### src/rtl/cache_axi_bridge.sv
// Cache refill/writeback port to AXI4 master bridge: independent read and write FSMs.
// Define CACHE_BRIDGE_RAW_ADDR_CMP_EN to limit read-after-write stalls to the pending line.
//
// state  | meaning
// R_IDLE | ready for a cache read request
// R_AR   | presenting read address
// R_DATA | passing R beats straight to the cache
// W_IDLE | write buffer free
// W_AW   | presenting write address
// W_DATA | streaming buffered words on W
// W_RESP | waiting for the B response
module cache_axi_bridge #(
    parameter logic [3:0] ID     = 4'd0,
    parameter int          ADDR_W = 32
) (
    input  logic              clk,
    input  logic              resetn,
    input  logic              rd_req,
    input  logic [3:0]        rd_type,
    input  logic [ADDR_W-1:0] rd_addr,
    output logic              rd_rdy,
    output logic              ret_valid,
    output logic [1:0]        ret_last,
    output logic [31:0]       ret_data,
    input  logic              wr_req,
    input  logic [3:0]        wr_type,
    input  logic [ADDR_W-1:0] wr_addr,
    input  logic [3:0]        wr_wstrb,
    input  logic [127:0]      wr_data,
    output logic              wr_rdy,
    output logic [3:0]        arid,
    output logic [ADDR_W-1:0] araddr,
    output logic [7:0]        arlen,
    output logic [2:0]        arsize,
    output logic [1:0]        arburst,
    output logic              arvalid,
    input  logic              arready,
    input  logic [3:0]        rid,
    input  logic [31:0]       rdata,
    input  logic [1:0]        rresp,
    input  logic              rlast,
    input  logic              rvalid,
    output logic              rready,
    output logic [3:0]        awid,
    output logic [ADDR_W-1:0] awaddr,
    output logic [7:0]        awlen,
    output logic [2:0]        awsize,
    output logic [1:0]        awburst,
    output logic              awvalid,
    input  logic              awready,
    output logic [3:0]        wid,
    output logic [31:0]       wdata,
    output logic [3:0]        wstrb,
    output logic              wlast,
    output logic              wvalid,
    input  logic              wready,
    input  logic [3:0]        bid,
    input  logic [1:0]        bresp,
    input  logic              bvalid,
    output logic              bready
);
    localparam logic [3:0] TYPE_LINE = 4'd4;

    typedef enum logic [1:0] {R_IDLE, R_AR, R_DATA} rd_state_t;
    typedef enum logic [1:0] {W_IDLE, W_AW, W_DATA, W_RESP} wr_state_t;

    rd_state_t         r_rd_state, w_rd_state_nxt;
    wr_state_t         r_wr_state, w_wr_state_nxt;
    logic [ADDR_W-1:0] r_rd_addr, r_wr_addr;
    logic [3:0]        r_rd_type, r_wr_type, r_wr_strb;
    logic [127:0]      r_wr_buf;
    logic              r_wbuf_valid;
    logic [1:0]        r_cnt;
    logic              w_raw_block, w_rd_accept, w_wr_accept;
    logic              w_rd_line, w_wr_line;
    logic              w_unused;

    assign w_unused = ^{rid, rresp, bid, bresp};

    // Uses the buffer state before this cycle's write acceptance.
`ifdef CACHE_BRIDGE_RAW_ADDR_CMP_EN
    assign w_raw_block = r_wbuf_valid & (rd_addr[ADDR_W-1:4] == r_wr_addr[ADDR_W-1:4]);
`else
    assign w_raw_block = r_wbuf_valid;
`endif

    assign w_rd_line = (r_rd_type == TYPE_LINE);
    assign w_wr_line = (r_wr_type == TYPE_LINE);

    assign arid    = ID;
    assign araddr  = r_rd_addr;
    assign arlen   = w_rd_line ? 8'd3 : 8'd0;
    assign arsize  = w_rd_line ? 3'd2 : {1'b0, r_rd_type[1:0]};
    assign arburst = 2'b01;

    assign awid    = ID;
    assign wid     = ID;
    assign awaddr  = r_wr_addr;
    assign awlen   = w_wr_line ? 8'd3 : 8'd0;
    assign awsize  = w_wr_line ? 3'd2 : {1'b0, r_wr_type[1:0]};
    assign awburst = 2'b01;
    assign wdata   = r_wr_buf[{r_cnt, 5'b0} +: 32];
    assign wstrb   = w_wr_line ? 4'hf : r_wr_strb;

    always_comb begin
        w_rd_state_nxt = r_rd_state;
        w_rd_accept    = 1'b0;
        rd_rdy         = 1'b0;
        arvalid        = 1'b0;
        rready         = 1'b0;
        ret_valid      = 1'b0;
        ret_last       = 2'b00;
        ret_data       = rdata;
        case (r_rd_state)
            R_IDLE: begin
                rd_rdy      = ~w_raw_block;
                w_rd_accept = rd_req & ~w_raw_block;
                if (w_rd_accept) w_rd_state_nxt = R_AR;
            end
            R_AR: begin
                arvalid = 1'b1;
                if (arready) w_rd_state_nxt = R_DATA;
            end
            R_DATA: begin
                rready    = 1'b1;
                ret_valid = rvalid;
                ret_last  = {1'b0, rvalid & rlast};
                if (rvalid && rlast) w_rd_state_nxt = R_IDLE;
            end
            default: w_rd_state_nxt = R_IDLE;
        endcase
    end

    always_comb begin
        w_wr_state_nxt = r_wr_state;
        w_wr_accept    = 1'b0;
        wr_rdy         = 1'b0;
        awvalid        = 1'b0;
        wvalid         = 1'b0;
        wlast          = 1'b0;
        bready         = 1'b0;
        case (r_wr_state)
            W_IDLE: begin
                wr_rdy      = 1'b1;
                w_wr_accept = wr_req;
                if (wr_req) w_wr_state_nxt = W_AW;
            end
            W_AW: begin
                awvalid = 1'b1;
                if (awready) w_wr_state_nxt = W_DATA;
            end
            W_DATA: begin
                wvalid = 1'b1;
                wlast  = ({6'b0, r_cnt} == awlen);
                if (wready && wlast) w_wr_state_nxt = W_RESP;
            end
            W_RESP: begin
                bready = 1'b1;
                if (bvalid) w_wr_state_nxt = W_IDLE;
            end
            default: w_wr_state_nxt = W_IDLE;
        endcase
    end

    always_ff @(posedge clk) begin
        if (!resetn) begin
            r_rd_state   <= R_IDLE;
            r_wr_state   <= W_IDLE;
            r_wbuf_valid <= 1'b0;
            r_cnt        <= 2'd0;
        end else begin
            r_rd_state <= w_rd_state_nxt;
            r_wr_state <= w_wr_state_nxt;
            if (w_wr_accept) r_wbuf_valid <= 1'b1;
            if (r_wr_state == W_AW && awready) r_cnt <= 2'd0;
            if (wvalid && wready) r_cnt <= r_cnt + 2'd1;
            if (r_wr_state == W_RESP && bvalid) begin
                r_wbuf_valid <= 1'b0;
                r_cnt        <= 2'd0;
            end
        end
    end

    // Request payload only moves on acceptance, so it needs no reset.
    always_ff @(posedge clk) begin
        if (w_rd_accept) begin
            r_rd_addr <= rd_addr;
            r_rd_type <= rd_type;
        end
        if (w_wr_accept) begin
            r_wr_addr <= wr_addr;
            r_wr_type <= wr_type;
            r_wr_strb <= wr_wstrb;
            r_wr_buf  <= wr_data;
        end
    end
endmodule

### config.mk
export PLATFORM = sky130hd
export DESIGN_NAME = cache_axi_bridge
export DESIGN_NICKNAME = d
export VERILOG_FILES = /design/src/rtl/cache_axi_bridge.sv
export SDC_FILE = /design/constraint.sdc
export NUM_CORES = 1
export LEC_CHECK = 0
export CORE_AREA = 3 3 169 171
export DETAILED_ROUTE_END_ITERATION = 8
export DIE_AREA = 0 0 172 174
export GPL_TIMING_DRIVEN = 1
export HOLD_SLACK_MARGIN = 0.1
export SKIP_CTS_REPAIR_TIMING = 1
export SLEW_MARGIN = 30
export SYNTH_ARGS = -nofsm -noshare
export SYNTH_HDL_FRONTEND = slang
export SYNTH_SLANG_ARGS = --single-unit
export TNS_END_PERCENT = 10
### constraint.sdc
create_clock -name clk -period 14.2 [get_ports clk]
set_input_delay 1.42 -clock clk [delete_from_list [all_inputs] [get_ports clk]]
set_output_delay 1.42 -clock clk [all_outputs]
set_load 0.02 [all_outputs]
==> report_table.html <==
<table>
<tr><th>Metric</th><th>Value</th></tr>
<tr><th colspan="2">Worst setup path</th></tr>
<tr><td>Worst flop-to-flop path endpoint</td><td>r_wr_buf[83]$_DFFE_PP_</td></tr>
<tr><td>Crit path arrival time</td><td>3.00 ns</td></tr>
<tr><td>Critical Path End Type</td><td>primary output</td></tr>
<tr><td>CP Data Required Time</td><td>12.78 ns</td></tr>
<tr><td>Setup crit start kind</td><td>flop</td></tr>
<tr><td>Reg2Reg Depth</td><td>4</td></tr>
<tr><td>Register-to-Register Setup Slack</td><td>11.81 ns</td></tr>
<tr><td>Worst-path fanout max</td><td>23</td></tr>
<tr><td>Reg2Reg Launch Point</td><td>r_wr_state[1]$_SDFFE_PN0P_</td></tr>
<tr><td>Classification of the worst setup path</td><td>reg2out</td></tr>
<tr><th colspan="2">Synth</th></tr>
<tr><td>Ranking of synthesized cells by area</td><td>sky130_fd_sc_hd__edfxtp_1 77%, sky130_fd_sc_hd__mux4_2 9.1%, sky130_fd_sc_hd__buf_4 6.6%</td></tr>
<tr><td>Proportion of synthesized chip area in sequential cells</td><td>about four fifths</td></tr>
<tr><td>Syn Area/Cell</td><td>20.89 µm²</td></tr>
<tr><td>Cell type contributing the most total cell area after synthesis</td><td>sky130_fd_sc_hd__edfxtp_1</td></tr>
<tr><td>Netlist area before placement</td><td>between 7000 and 8000 µm²</td></tr>
<tr><td>Number of instances in the synthesized netlist</td><td>~380</td></tr>
<tr><td>Number of distinct library cells after synthesis</td><td>33</td></tr>
<tr><td>Synth top area share</td><td>76.96%</td></tr>
<tr><td>Number of synthesized register bits</td><td>211</td></tr>
<tr><td>Warnings from Yosys</td><td>0</td></tr>
<tr><th colspan="2">Placed design</th></tr>
<tr><td>Post-DP HPWL</td><td>16.02 mm</td></tr>
<tr><td>Total of buffers placed on input and output ports</td><td>331</td></tr>
<tr><td>Final weighted congestion of routability-driven global placement</td><td>between 0.7 and 0.8</td></tr>
<tr><td>Number of cells in the design after placement</td><td>1008</td></tr>
<tr><th colspan="2">Clocking</th></tr>
<tr><td># clock sinks</td><td>211</td></tr>
<tr><td>Number of H-tree levels</td><td>1</td></tr>
<tr><td>CTS clk-pin slew, worst paths</td><td>0.06 ns</td></tr>
<tr><td>Num CTS Buffers</td><td>23</td></tr>
<tr><td>Master cell of the clock root buffer</td><td>sky130_fd_sc_hd__clkbuf_16</td></tr>
<tr><td>CTS tree</td><td>yes</td></tr>
<tr><td>Clk_lat worst skew</td><td>roughly 0.5 ns</td></tr>
<tr><td>Maximum clock insertion buffer count</td><td>3</td></tr>
<tr><th colspan="2">GRT</th></tr>
<tr><td>Met1 global-route usage</td><td>13.41%</td></tr>
<tr><td>Maximum number of pins on one net before global-route repair</td><td>72</td></tr>
<tr><td>Busiest metal layer after global routing</td><td>met2</td></tr>
<tr><td>Number of antenna violations at the first check in global routing</td><td>0</td></tr>
<tr><td>All-Layer GR Usage</td><td>a little over an eighth</td></tr>
<tr><td>Met2 track demand over resource</td><td>24.54%</td></tr>
<tr><td>Met3 Resource Use GR</td><td>between 5 and 6%</td></tr>
<tr><td>Vias in the first global route</td><td>between 5k and 6k</td></tr>
<tr><td>Global-route wire length before repair</td><td>30.42 mm</td></tr>
<tr><td>Global route overflow</td><td>0</td></tr>
<tr><th colspan="2">Outcome</th></tr>
<tr><td>Outcome</td><td>finished clean</td></tr>
<tr><th colspan="2">Route</th></tr>
<tr><td>Total length of routed wires</td><td>21.05 mm</td></tr>
<tr><td>Routed via count divided by cell count</td><td>approximately 4.3</td></tr>
<tr><td>Total iterations of the first detailed-routing run</td><td>4</td></tr>
<tr><td>Final routed wire length divided by cell count</td><td>20.06 µm</td></tr>
<tr><td>DRC viols</td><td>0</td></tr>
<tr><td>Count of antenna-violating nets left after detailed routing</td><td>0</td></tr>
<tr><td>DRT iter0 DRCs</td><td>159</td></tr>
<tr><td>Vias</td><td>4517</td></tr>
<tr><th colspan="2">STA</th></tr>
<tr><td>Max Fclk</td><td>about 230 MHz</td></tr>
<tr><td>Worst slew margin</td><td>41.59%</td></tr>
<tr><td>Post-route clock skew</td><td>just under 0.005 ns</td></tr>
<tr><td>Max-slew violations</td><td>0</td></tr>
<tr><td>Count of endpoints failing hold in the final timing report</td><td>0</td></tr>
<tr><td>Final critical-path share of the clock period</td><td>31.09%</td></tr>
<tr><td>Setup repair after global routing missed its margin</td><td>no</td></tr>
<tr><td>Setup Viol. Count Final</td><td>0</td></tr>
<tr><td>Total Negative Setup Slacks</td><td>0 ns</td></tr>
<tr><td>Min Tclk post-route</td><td>4.415 ns</td></tr>
<tr><td>Slew @ Worst Pin</td><td>0.8762 ns</td></tr>
<tr><th colspan="2">Floorplanning</th></tr>
<tr><td>Total I/O pin count</td><td>around 440</td></tr>
<tr><td>Count of standard-cell rows</td><td>60</td></tr>
<tr><td>Chip width</td><td>172 µm</td></tr>
<tr><td>Height of the die</td><td>~170 µm</td></tr>
<tr><td>Total Die Area</td><td>29930 µm²</td></tr>
<tr><td>Starting density of the core</td><td>between 20% and 30%</td></tr>
<tr><td>Area of the core</td><td>27030 µm²</td></tr>
<tr><th colspan="2">Hold path</th></tr>
<tr><td>Cells on Worst Hold Path</td><td>2</td></tr>
<tr><td>Class of the worst hold path</td><td>reg2reg</td></tr>
<tr><td>Worst-case hold path end point</td><td>r_wbuf_valid$_SDFFE_PP0P_</td></tr>
<tr><td>Critical hold path startpoint</td><td>r_wbuf_valid$_SDFFE_PP0P_</td></tr>
<tr><th colspan="2">Flow run</th></tr>
<tr><td>Reported max-cap violation count</td><td>0</td></tr>
<tr><th colspan="2">Power</th></tr>
<tr><td>Power Dens Cells</td><td>approximately 160 nW/µm²</td></tr>
<tr><td>Maximum vdd ir drop</td><td>0.08510 mV</td></tr>
<tr><td>Leakage dissipation</td><td>between 4 and 5 nW</td></tr>
<tr><td>Power Total</td><td>1.910 mW</td></tr>
<tr><th colspan="2">Finish</th></tr>
<tr><td>Total inserted antenna cells</td><td>0</td></tr>
<tr><td>Non-filler instance count after layout</td><td>around 1.0k</td></tr>
<tr><td>Nets</td><td>954</td></tr>
<tr><td>Ratio of cells with drive above 1 in the final layout</td><td>12.15%</td></tr>
<tr><td>Area growth from synthesis to final layout</td><td>51.24%</td></tr>
</table>
==> sequential cells by signal, indices dropped and copies added (netlist names) <==
| signal | count |
|---|---|
| r_wr_strb | 4 |
| r_rd_type | 4 |
| araddr | 32 |
| r_wr_buf | 128 |
| r_wbuf_valid | 1 |
| r_cnt | 2 |
| r_wr_type | 4 |
| r_wr_state | 2 |
| awaddr | 32 |
| r_rd_state | 2 |
==> power breakdown <==
group / switching, mW / leakage [nW] / internal (mW)
Combinational: 0.242 / 1.77 / 0.209
Sequential: 0.0370 / 2.00 / 0.835
Clock: 0.236 / 0.370 / 0.352
Total: 0.514 / 4.14 / 1.40
==> stage by stage <==
stage               area, µm²  worst slack, ns  hold slack, ns  util [%]
global placement        11280            10.11          0.4728     41.75
CTS                     12040            9.605          0.4836     44.55
detailed placement      11280            10.12          0.4663     41.75
floorplan                8069            8.413          0.4418         -
global route            12040            9.539          0.5512     44.55
finish                  12040            9.785          0.4840     44.55
==> area by class of cell <==
cell class | count | area [µm²]
multi-input cells | 118 | 1232
inverters | 3 | 11.26
well taps | 341 | 426.7
repair buffers | 335 | 3343
flip-flops and latches | 211 | 6271
fillers | 2349 | 14990
clock inverters | 18 | 178.9
clock buffers | 23 | 575.6
==> cell families (layout without fill, tap and decap cells) <==
kind of cell / count (synthesis) / after routing / synth area share, %
AO/OA/AOI/OAI: 11 / 11 / 1.037
adder cells (fa/ha/maj): 4 / 4 / 0.6288
buffers and inverters: 81 / 379 / 7.199
flip-flops: 211 / 211 / 78.72
multiplexers: 33 / 33 / 9.179
other: 2 / 31 / 0.09435
AND/OR/NAND/NOR: 39 / 39 / 3.144
==> critical path, stage by stage, from the launching register on <==
cell,delay [ns]
sky130_fd_sc_hd__dfxtp_2,0.83
sky130_fd_sc_hd__buf_4,0.48
sky130_fd_sc_hd__mux4_2,0.57
sky130_fd_sc_hd__clkdlybuf4s50_1,0.62
==> Yosys cell counts (all sizes together) <==
master   number
a31oi         1
o2111ai       1
a22oi         1
edfxtp      204
dfxtp         7
conb          2
nor3          2
o211a         1
o41ai         1
a21oi         3
a211oi        1
inv           3
nor4b         2
or3b          1
or3           1
nand4         2
o21ai         1
nand2         7
clkbuf        3
nand4b        1
nor2          5
nand3         2
mux4         32
nor2b         6
mux2i         1
and3          1
buf          75
a21boi        1
ha            4
and2          3
or2           6
==> how the worst max path moves through the flow <==
stage                           from                  end  slack (ns)  cells past startpoint
2_1_floorplan                 wr_req  awaddr[0]$_DFFE_PP_        8.41                      1
3_3_place_gp                  rvalid          ret_last[0]       10.11                      3
3_5_place_dp                  rvalid          ret_last[0]       10.12                      3
4_1_cts        r_cnt[0]$_SDFFE_PP0P_            wdata[26]        9.61                      3
5_1_grt        r_cnt[0]$_SDFFE_PP0P_            wdata[26]        9.54                      3
6_report       r_cnt[0]$_SDFFE_PP0P_             wdata[2]        9.78                      3
==> metal layers <==
metal | up-vias | wire, µm | share of wire (%)
met4 | 0 | 985 | 4.7
met3 | 59 | 2238 | 11
met5 | - | 0 | 0
met1 | 2194 | 6718 | 32
li1 | 2020 | - | -
met2 | 244 | 11110 | 53
==> layout by cell type, fill, tap and decap left out, types with 2 or more instances in the layout <==
| master | instances |
|---|---|
| sky130_fd_sc_hd__a21oi_1 | 3 |
| sky130_fd_sc_hd__and2_1 | 2 |
| sky130_fd_sc_hd__buf_4 | 4 |
| sky130_fd_sc_hd__bufinv_16 | 3 |
| sky130_fd_sc_hd__clkbuf_16 | 23 |
| sky130_fd_sc_hd__clkdlybuf4s50_1 | 331 |
| sky130_fd_sc_hd__clkinv_1 | 4 |
| sky130_fd_sc_hd__clkinv_2 | 6 |
| sky130_fd_sc_hd__clkinv_4 | 2 |
| sky130_fd_sc_hd__clkinvlp_4 | 2 |
| sky130_fd_sc_hd__conb_1 | 31 |
| sky130_fd_sc_hd__dfxtp_1 | 5 |
| sky130_fd_sc_hd__edfxtp_1 | 204 |
| sky130_fd_sc_hd__ha_1 | 4 |
| sky130_fd_sc_hd__inv_1 | 3 |
| sky130_fd_sc_hd__mux4_2 | 32 |
| sky130_fd_sc_hd__nand2_1 | 7 |
| sky130_fd_sc_hd__nand3_1 | 2 |
| sky130_fd_sc_hd__nand4_1 | 2 |
| sky130_fd_sc_hd__nor2_1 | 5 |
| sky130_fd_sc_hd__nor2b_1 | 6 |
| sky130_fd_sc_hd__nor3_1 | 2 |
| sky130_fd_sc_hd__or2_2 | 6 |
No activity file was read; power rests on OpenSTA's default activity.
